File: src/rtl/bpred_table_ctrl.sv
// Branch prediction table controller: a table of 2-bit predictors, an in-flight FIFO
// that pairs in-order resolutions with their lookups, and saturating statistics.
module bpred_table_ctrl #(
   parameter int IDX_W = 4,
   parameter int DEPTH = 4,
   parameter int CNT_W = 16
) (
   input  logic                     clk,
   input  logic                     reset,
   input  logic                     lk_valid,
   input  logic [IDX_W-1:0]         lk_idx,
   output logic                     lk_ready,
   output logic                     pred_valid,
   output logic                     pred_taken,
   input  logic                     rs_valid,
   input  logic                     rs_taken,
   output logic                     mispredict,
   output logic                     rs_err,
   input  logic                     flush,
   output logic [$clog2(DEPTH):0]   inflight,
   output logic [CNT_W-1:0]         cnt_resolved,
   output logic [CNT_W-1:0]         cnt_mispred
);

   localparam int PTR_W   = $clog2(DEPTH);
   localparam int OCC_W   = PTR_W + 1;
   localparam int ENTRIES = 1 << IDX_W;

   typedef enum logic [1:0] {
      ST_A = 2'b00,   // strong taken
      ST_B = 2'b01,   // weak taken
      ST_C = 2'b10,   // strong not-taken
      ST_D = 2'b11    // weak not-taken
   } bp_state_t;

   function automatic bp_state_t next_state(input bp_state_t s, input logic taken);
      bp_state_t n;
      case (s)
         ST_A:    n = taken ? ST_A : ST_B;
         ST_B:    n = taken ? ST_A : ST_C;
         ST_C:    n = taken ? ST_D : ST_C;
         ST_D:    n = taken ? ST_A : ST_C;
         default: n = ST_A;
      endcase
      return n;
   endfunction

   function automatic logic predict(input bp_state_t s);
      return (s == ST_A) || (s == ST_B);
   endfunction

   bp_state_t          table_r     [ENTRIES];
   logic [IDX_W-1:0]   fifo_idx_r  [DEPTH];
   logic               fifo_pred_r [DEPTH];
   logic [PTR_W-1:0]   wr_ptr_r;
   logic [PTR_W-1:0]   rd_ptr_r;
   logic [OCC_W-1:0]   count_r;

   logic               full_s;
   logic               empty_s;
   logic               push_s;
   logic               pop_s;
   logic               lk_pred_s;
   logic [IDX_W-1:0]   head_idx_s;
   logic               head_pred_s;
   logic               miss_s;

   assign full_s      = (count_r == OCC_W'(DEPTH));
   assign empty_s     = (count_r == {OCC_W{1'b0}});
   assign lk_ready    = !full_s && !flush;
   assign push_s      = lk_valid && lk_ready;
   assign pop_s       = rs_valid && !empty_s && !flush;
   // Table read happens before this cycle's resolution write lands.
   assign lk_pred_s   = predict(table_r[lk_idx]);
   assign head_idx_s  = fifo_idx_r[rd_ptr_r];
   assign head_pred_s = fifo_pred_r[rd_ptr_r];
   assign miss_s      = pop_s && (rs_taken != head_pred_s);
   assign inflight    = count_r;

   // In-flight FIFO storage, pointers and occupancy.
   always_ff @(posedge clk) begin
      if (reset || flush) begin
         wr_ptr_r <= {PTR_W{1'b0}};
         rd_ptr_r <= {PTR_W{1'b0}};
         count_r  <= {OCC_W{1'b0}};
      end else begin
         if (push_s) begin
            fifo_idx_r[wr_ptr_r]  <= lk_idx;
            fifo_pred_r[wr_ptr_r] <= lk_pred_s;
            wr_ptr_r              <= wr_ptr_r + PTR_W'(1);
         end
         if (pop_s) begin
            rd_ptr_r <= rd_ptr_r + PTR_W'(1);
         end
         case ({push_s, pop_s})
            2'b10:   count_r <= count_r + OCC_W'(1);
            2'b01:   count_r <= count_r - OCC_W'(1);
            default: count_r <= count_r;
         endcase
      end
   end

   // Predictor table: reset to strong taken, trained by each applied resolution.
   always_ff @(posedge clk) begin
      if (reset) begin
         for (int i = 0; i < ENTRIES; i++) begin
            table_r[i] <= ST_A;
         end
      end else if (pop_s) begin
         table_r[head_idx_s] <= next_state(table_r[head_idx_s], rs_taken);
      end
   end

   // Registered prediction, status pulses and saturating statistics.
   always_ff @(posedge clk) begin
      if (reset) begin
         pred_valid   <= 1'b0;
         pred_taken   <= 1'b0;
         mispredict   <= 1'b0;
         rs_err       <= 1'b0;
         cnt_resolved <= {CNT_W{1'b0}};
         cnt_mispred  <= {CNT_W{1'b0}};
      end else begin
         pred_valid <= push_s;
         if (push_s) begin
            pred_taken <= lk_pred_s;
         end
         mispredict <= miss_s;
         rs_err     <= rs_valid && empty_s && !flush;
         if (pop_s && (cnt_resolved != {CNT_W{1'b1}})) begin
            cnt_resolved <= cnt_resolved + CNT_W'(1);
         end
         if (miss_s && (cnt_mispred != {CNT_W{1'b1}})) begin
            cnt_mispred <= cnt_mispred + CNT_W'(1);
         end
      end
   end

endmodule

File: config.mk
export PLATFORM = sky130hd
export DESIGN_NAME = bpred_table_ctrl
export DESIGN_NICKNAME = d
export VERILOG_FILES = /design/src/rtl/bpred_table_ctrl.sv
export SDC_FILE = /design/constraint.sdc
export NUM_CORES = 1
export LEC_CHECK = 0
export BUFFER_PORTS_ARGS = -buffer_cell sky130_fd_sc_hd__buf_2
export CAP_MARGIN = 0
export CORE_MARGIN = 2
export CORE_UTILIZATION = 30
export DETAILED_ROUTE_END_ITERATION = 10
export PLACE_DENSITY = 0.42
export SLEW_MARGIN = 20
export SYNTH_ARGS = -nofsm -noshare
export SYNTH_HDL_FRONTEND = slang
export SYNTH_SLANG_ARGS = --single-unit
File: constraint.sdc
create_clock -name clk -period 3.8 [get_ports clk]
set_clock_uncertainty 0.15 [all_clocks]
set_input_delay 0.76 -clock clk [delete_from_list [all_inputs] [get_ports clk]]
set_output_delay 0.76 -clock clk [all_outputs]
set_load 0.01 [all_outputs]
=== After elaboration in Yosys (flattened, before gate mapping) ===
Memory sizes are Yosys's and may differ from the RTL's. A register that Yosys moved wholly into a read port is not among the register bits.
Cells that the tools add are included.

* Output and inout port bits: 40
* RAM bits: 52
* Memories: 3
* Bits of input ports: 10
* Bits in registers: 43
* Latch bits: 0
* Word-level logic and storage cells: 70
* Bits in read-only memories: 0

{| class="wikitable"
|+ Memories
! memory !! words !! width !! read ports !! clocked after Yosys merged registers in !! write ports !! RTL line !! source
|-
| table_r || 16 || 2 || 2 || 0 || 16 || 52 || <nowiki>bp_state_t table_r [ENTRIES];</nowiki>
|-
| fifo_idx_r || 4 || 4 || 1 || 1 || 1 || 53 || <nowiki>logic [IDX_W-1:0] fifo_idx_r [DEPTH];</nowiki>
|-
| fifo_pred_r || 4 || 1 || 1 || 1 || 1 || 54 || <nowiki>logic fifo_pred_r [DEPTH];</nowiki>
|}

* Bitwise operators: 0
* Divide/modulo/power cells: 0
* Mux-type cells: 22
* $add $sub $neg: 6
* Magnitude comparators: 0
* Reduce and logical (&&, ||, !) cells: 20
* Eq/ne operators: 10
* Shift-type cells: 0
* Multiply operators: 0

{| class="wikitable"
|+ Operators by type and width
! kind !! number
|-
| adder 16 x 1 -> 16 bit, second input constant || 2
|-
| inequality test 16 bit, second input constant || 2
|-
| two-way mux 2 bit || 8
|-
| two-way mux 1 bit || 11
|-
| logical AND 1 bit || 9
|-
| == test 2 x 1 -> 1 bit, second input constant || 3
|-
| == test 2 bit, second input constant || 3
|-
| one-hot mux 2 bit (3 select lines) || 1
|-
| one-hot mux 3 bit (2 select lines) || 1
|-
| adder 2 x 1 -> 2 bit, second input constant || 2
|-
| logical NOT 2 bit || 2
|-
| two-way mux 4 bit || 1
|-
| OR reduction 2 bit || 2
|-
| adder 3 x 1 -> 3 bit, second input constant || 1
|-
| == test 3 bit, second input constant || 1
|-
| logical NOT 1 bit || 3
|-
| logical NOT 3 bit || 1
|-
| subtractor 3 x 1 -> 3 bit, second input constant || 1
|-
| logical OR 1 bit || 2
|-
| nonzero test 2 bit || 1
|-
| inequality test 1 bit || 1
|}

=== Depth between registers and ports, before layout ===
* Depth in word-level cells: 9
* Depth in mapped cells: 10
* Depth with buffers taken out: 9

=== Least setup slack after synthesis ===
OpenSTA, ideal clock, no wires.

* Path type: register -> register
* Start point: register with a tool-made name
* End point: memory table_r[0][1] (netlist name), data pin
* Arrival time: 2,237 ps
* Cell stages (with the launch flop): 10
* Path buffers: 3
* Clock period less this slack: 2,647 ps
* Setup time: 261 ps
* Required time: 3,389 ps
* Path slack: 1,153 ps
* Cell sequence: dfxtp_1 > buf_6 > mux4_2 > buf_6 > mux2i_1 > a32oi_1 > nand4_1 > a21oi_2 > buf_4 > a211oi_2

{| class="wikitable"
|+ RTL lines
! what !! RTL line
|-
| to (decl) || 52
|}

==> impl_metrics.tcl <==
set metrics [dict create \
    status "complete, no violations" \
    worstHoldPathCells 2 \
    drc_errors 0 \
    syn_nets 454 \
    ys_ff_latch 97 \
    die_area_sq_um 17200 \
    gr-total-overflow 0 \
    dp_hpwl_um 8240 \
    p_leak_nw 2.03 \
    syn_area_sq_um 4850 \
    clock-sinks 97 \
    vdd_drop_max_uv 218 \
    vias 3417 \
    fin_crit_sh 0.896 \
    pin_count 50 \
    grt_setup_unrepaired "no" \
    viasPerCell 4.85 \
    synth-edff-count 52 \
    worst_pin_slew_ns 0.995 \
    worstPathRequired_ns 3.80 \
    fmax_mhz 294 \
    tritoncts "built" \
    place_congestion 0.809 \
    die_w_um 131 \
    start_kind "flip-flop" \
    rows 46 \
    ant_nets 0 \
    insertedDiodeCount 0 \
    avgSynthCellArea_sq_um 11.1 \
    htree_levels 3 \
    nets 501 \
    areaGrowthSynthToFinish_pct 15.5 \
    cts_resized 0 \
    grt_pass1_vias 3476 \
    wl_um 11800 \
    grt_pass1_wl_um 19200 \
    grt_use_total 0.143 \
    ys_types 53 \
    cp-end-kind "flip-flop" \
    synth_seq_area_share 0.507 \
    rr_worst_depth 6 \
    async_reset_ff_frac 0 \
    slew_viol_final 0 \
    drtPass1Iterations 4 \
    setup_viol 0 \
    core_area_sq_um 15800 \
    synth_warnings 0 \
    cts_setup_buffers 0 \
    clk_latency_ns 0.35 \
    fp.dieH_um 131 \
    ctsHoldBuffers 0 \
    crit_type "flip-flop to flip-flop" \
    cts_buffer_depth 2 \
    drive_above_1_share 0.211 \
    relSlewSlack 0.337 \
    drtIter0Drc 135 \
    dp.cells 688 \
    finalNonFillerCells 704 \
    wl_per_cell_um 16.8 \
    grt_max_degree 56 \
    tns_ns 0 \
    drv_cap 0 \
    fin_crit_ns 3.40 \
    port_buffers 49 \
    power.density_nw_per_um2 394 \
    worstHoldPathType "flip-flop to flip-flop" \
    finalHoldViolations 0 \
    crit_path_max_fanout 22 \
    numCtsBuffers 9 \
    start_util 0.307 \
    synthCells 436 \
    clk_pin_slew_worst_paths_ns 0.07 \
    cts-root-buf "clkbuf_16" \
    grt_antenna_before_repair 0 \
    synth_flop_cell "edfxtp_1" \
    crit_arrival_ns 3.40 \
]
metrics by stage:
stage | setup WS [ns] | area [sq um] | util | power, W | hold slack, ns
floorplan | 1.15 | 4850 | - | 0.00125 | 0.319
global placement | 0.425 | 5310 | 0.335 | 0.00130 | 0.332
detailed placement | 0.422 | 5310 | 0.335 | 0.00130 | 0.335
CTS | 0.390 | 5610 | 0.354 | 0.00224 | 0.346
global route | 0.163 | 5610 | 0.354 | 0.00230 | 0.370
finish | 0.397 | 5610 | 0.354 | 0.00221 | 0.343
where the power goes:
group | total (W) | leakage [nW] | internal, W | switching (W)
logic | 0.000141 | 1.01 | 0.0000444 | 0.0000967
clock network | 0.000938 | 0.147 | 0.000519 | 0.000419
registers | 0.00113 | 0.873 | 0.00112 | 0.0000107
layout make-up:
type / count / area (sq um)
inverters: 15 / 56.3
repair buffers: 56 / 310
flip-flops and latches: 97 / 2460
fillers: 1592 / 10200
clock inverters: 7 / 77.6
well taps: 216 / 270
clock buffers: 9 / 225
multi-input cells: 304 / 2210
synth_stat cells, types with 2 or more instances:
| library cell | instances | area [sq um] |
|---|---|---|
| clkbuf_1 | 9 | 33.8 |
| and3_1 | 7 | 43.8 |
| nand3b_1 | 2 | 15.0 |
| nor2_1 | 49 | 184 |
| buf_2 | 4 | 20.0 |
| a21oi_1 | 12 | 60.1 |
| edfxtp_1 | 52 | 1560 |
| a21o_1 | 5 | 37.5 |
| a22oi_1 | 2 | 15.0 |
| mux4_2 | 10 | 225 |
| nand4_1 | 8 | 50.1 |
| nor2b_1 | 5 | 31.3 |
| a211oi_2 | 10 | 125 |
| or4_1 | 2 | 15.0 |
| xnor2_1 | 10 | 87.6 |
| or3_1 | 7 | 43.8 |
| xor2_1 | 17 | 149 |
| o21ai_0 | 9 | 45.0 |
| nand2_1 | 38 | 143 |
| dfxtp_1 | 45 | 901 |
| a211oi_1 | 14 | 105 |
| a2111oi_1 | 4 | 40.0 |
| and2_1 | 7 | 43.8 |
| nor3b_1 | 2 | 15.0 |
| o31ai_1 | 2 | 15.0 |
| a2111oi_2 | 4 | 60.1 |
| o211ai_1 | 2 | 15.0 |
| ha_1 | 7 | 87.6 |
| buf_6 | 6 | 67.6 |
| nand3_1 | 12 | 60.1 |
| or2_2 | 2 | 12.5 |
| nor3_1 | 4 | 20.0 |
| nand2b_1 | 13 | 81.3 |
| inv_1 | 15 | 56.3 |
| mux2i_1 | 21 | 210 |
cells by family (layout without fill, tap and decap cells):
logic type / after synthesis / count (layout) / share of synthesized area
xor+xnor: 27 / 27 / 0.0487
mux: 33 / 33 / 0.0943
compound gates: 71 / 71 / 0.120
fa+ha+maj: 8 / 8 / 0.0222
buf+inv: 35 / 87 / 0.0381
simple gates: 165 / 165 / 0.169
flops: 97 / 97 / 0.507
registers in the layout, summed over array words and instances (netlist names), named ones only:
| name | cells |
|---|---|
| cnt_mispred | 16 |
| cnt_resolved | 16 |
| fifo_idx_r | 16 |
| fifo_pred_r | 4 |
| inflight | 3 |
| mispredict | 1 |
| pred_taken | 1 |
| pred_valid | 1 |
| rd_ptr_r | 2 |
| rs_err | 1 |
| table_r | 32 |
| wr_ptr_r | 2 |
worst max-delay path: stages, from the launching register on:
cell	delay, ns
dfxtp_1	0.57
mux4_2	0.84
mux2i_1	0.21
a221oi_2	0.32
o21ai_2	0.11
and2_1	0.47
a2111oi_2	0.50
cells in the final DEF, fill, tap and decap left out, drive strengths merged, types with 3 or more instances in the layout:
cell,n
a21oi,13
clkbuf,9
a211oi,24
mux4,10
a2111oi,8
nand2b,13
o21ai,10
ha,7
or2,3
or3,7
buf,56
edfxtp,52
nand3,13
nor3,4
and3,7
mux2i,21
and2,7
nor2,49
a21o,5
nor2b,5
xor2,17
xnor2,10
nand4,8
inv,18
nand2,38
dfxtp,45
path summary, 6_finish.rpt:
check / from / end / slack [ns]
setup / recovery: flip-flop / table_r[15][1] / 0.40
hold / removal: cnt_mispred[15] / cnt_mispred[15] / 0.34
setup reg to reg: flip-flop / table_r[15][1] / 0.40
hold reg to reg: cnt_mispred[15] / cnt_mispred[15] / 0.34
routing by layer:
metal	up-vias	global-route usage	routed length, um
met4	0	0.0664	293
met5	-	0	0
li1	1687	-	-
met1	1636	0.196	5480
met2	77	0.215	5400
met3	17	0.0313	651
Note: power is estimated with default switching activity, not from simulation.
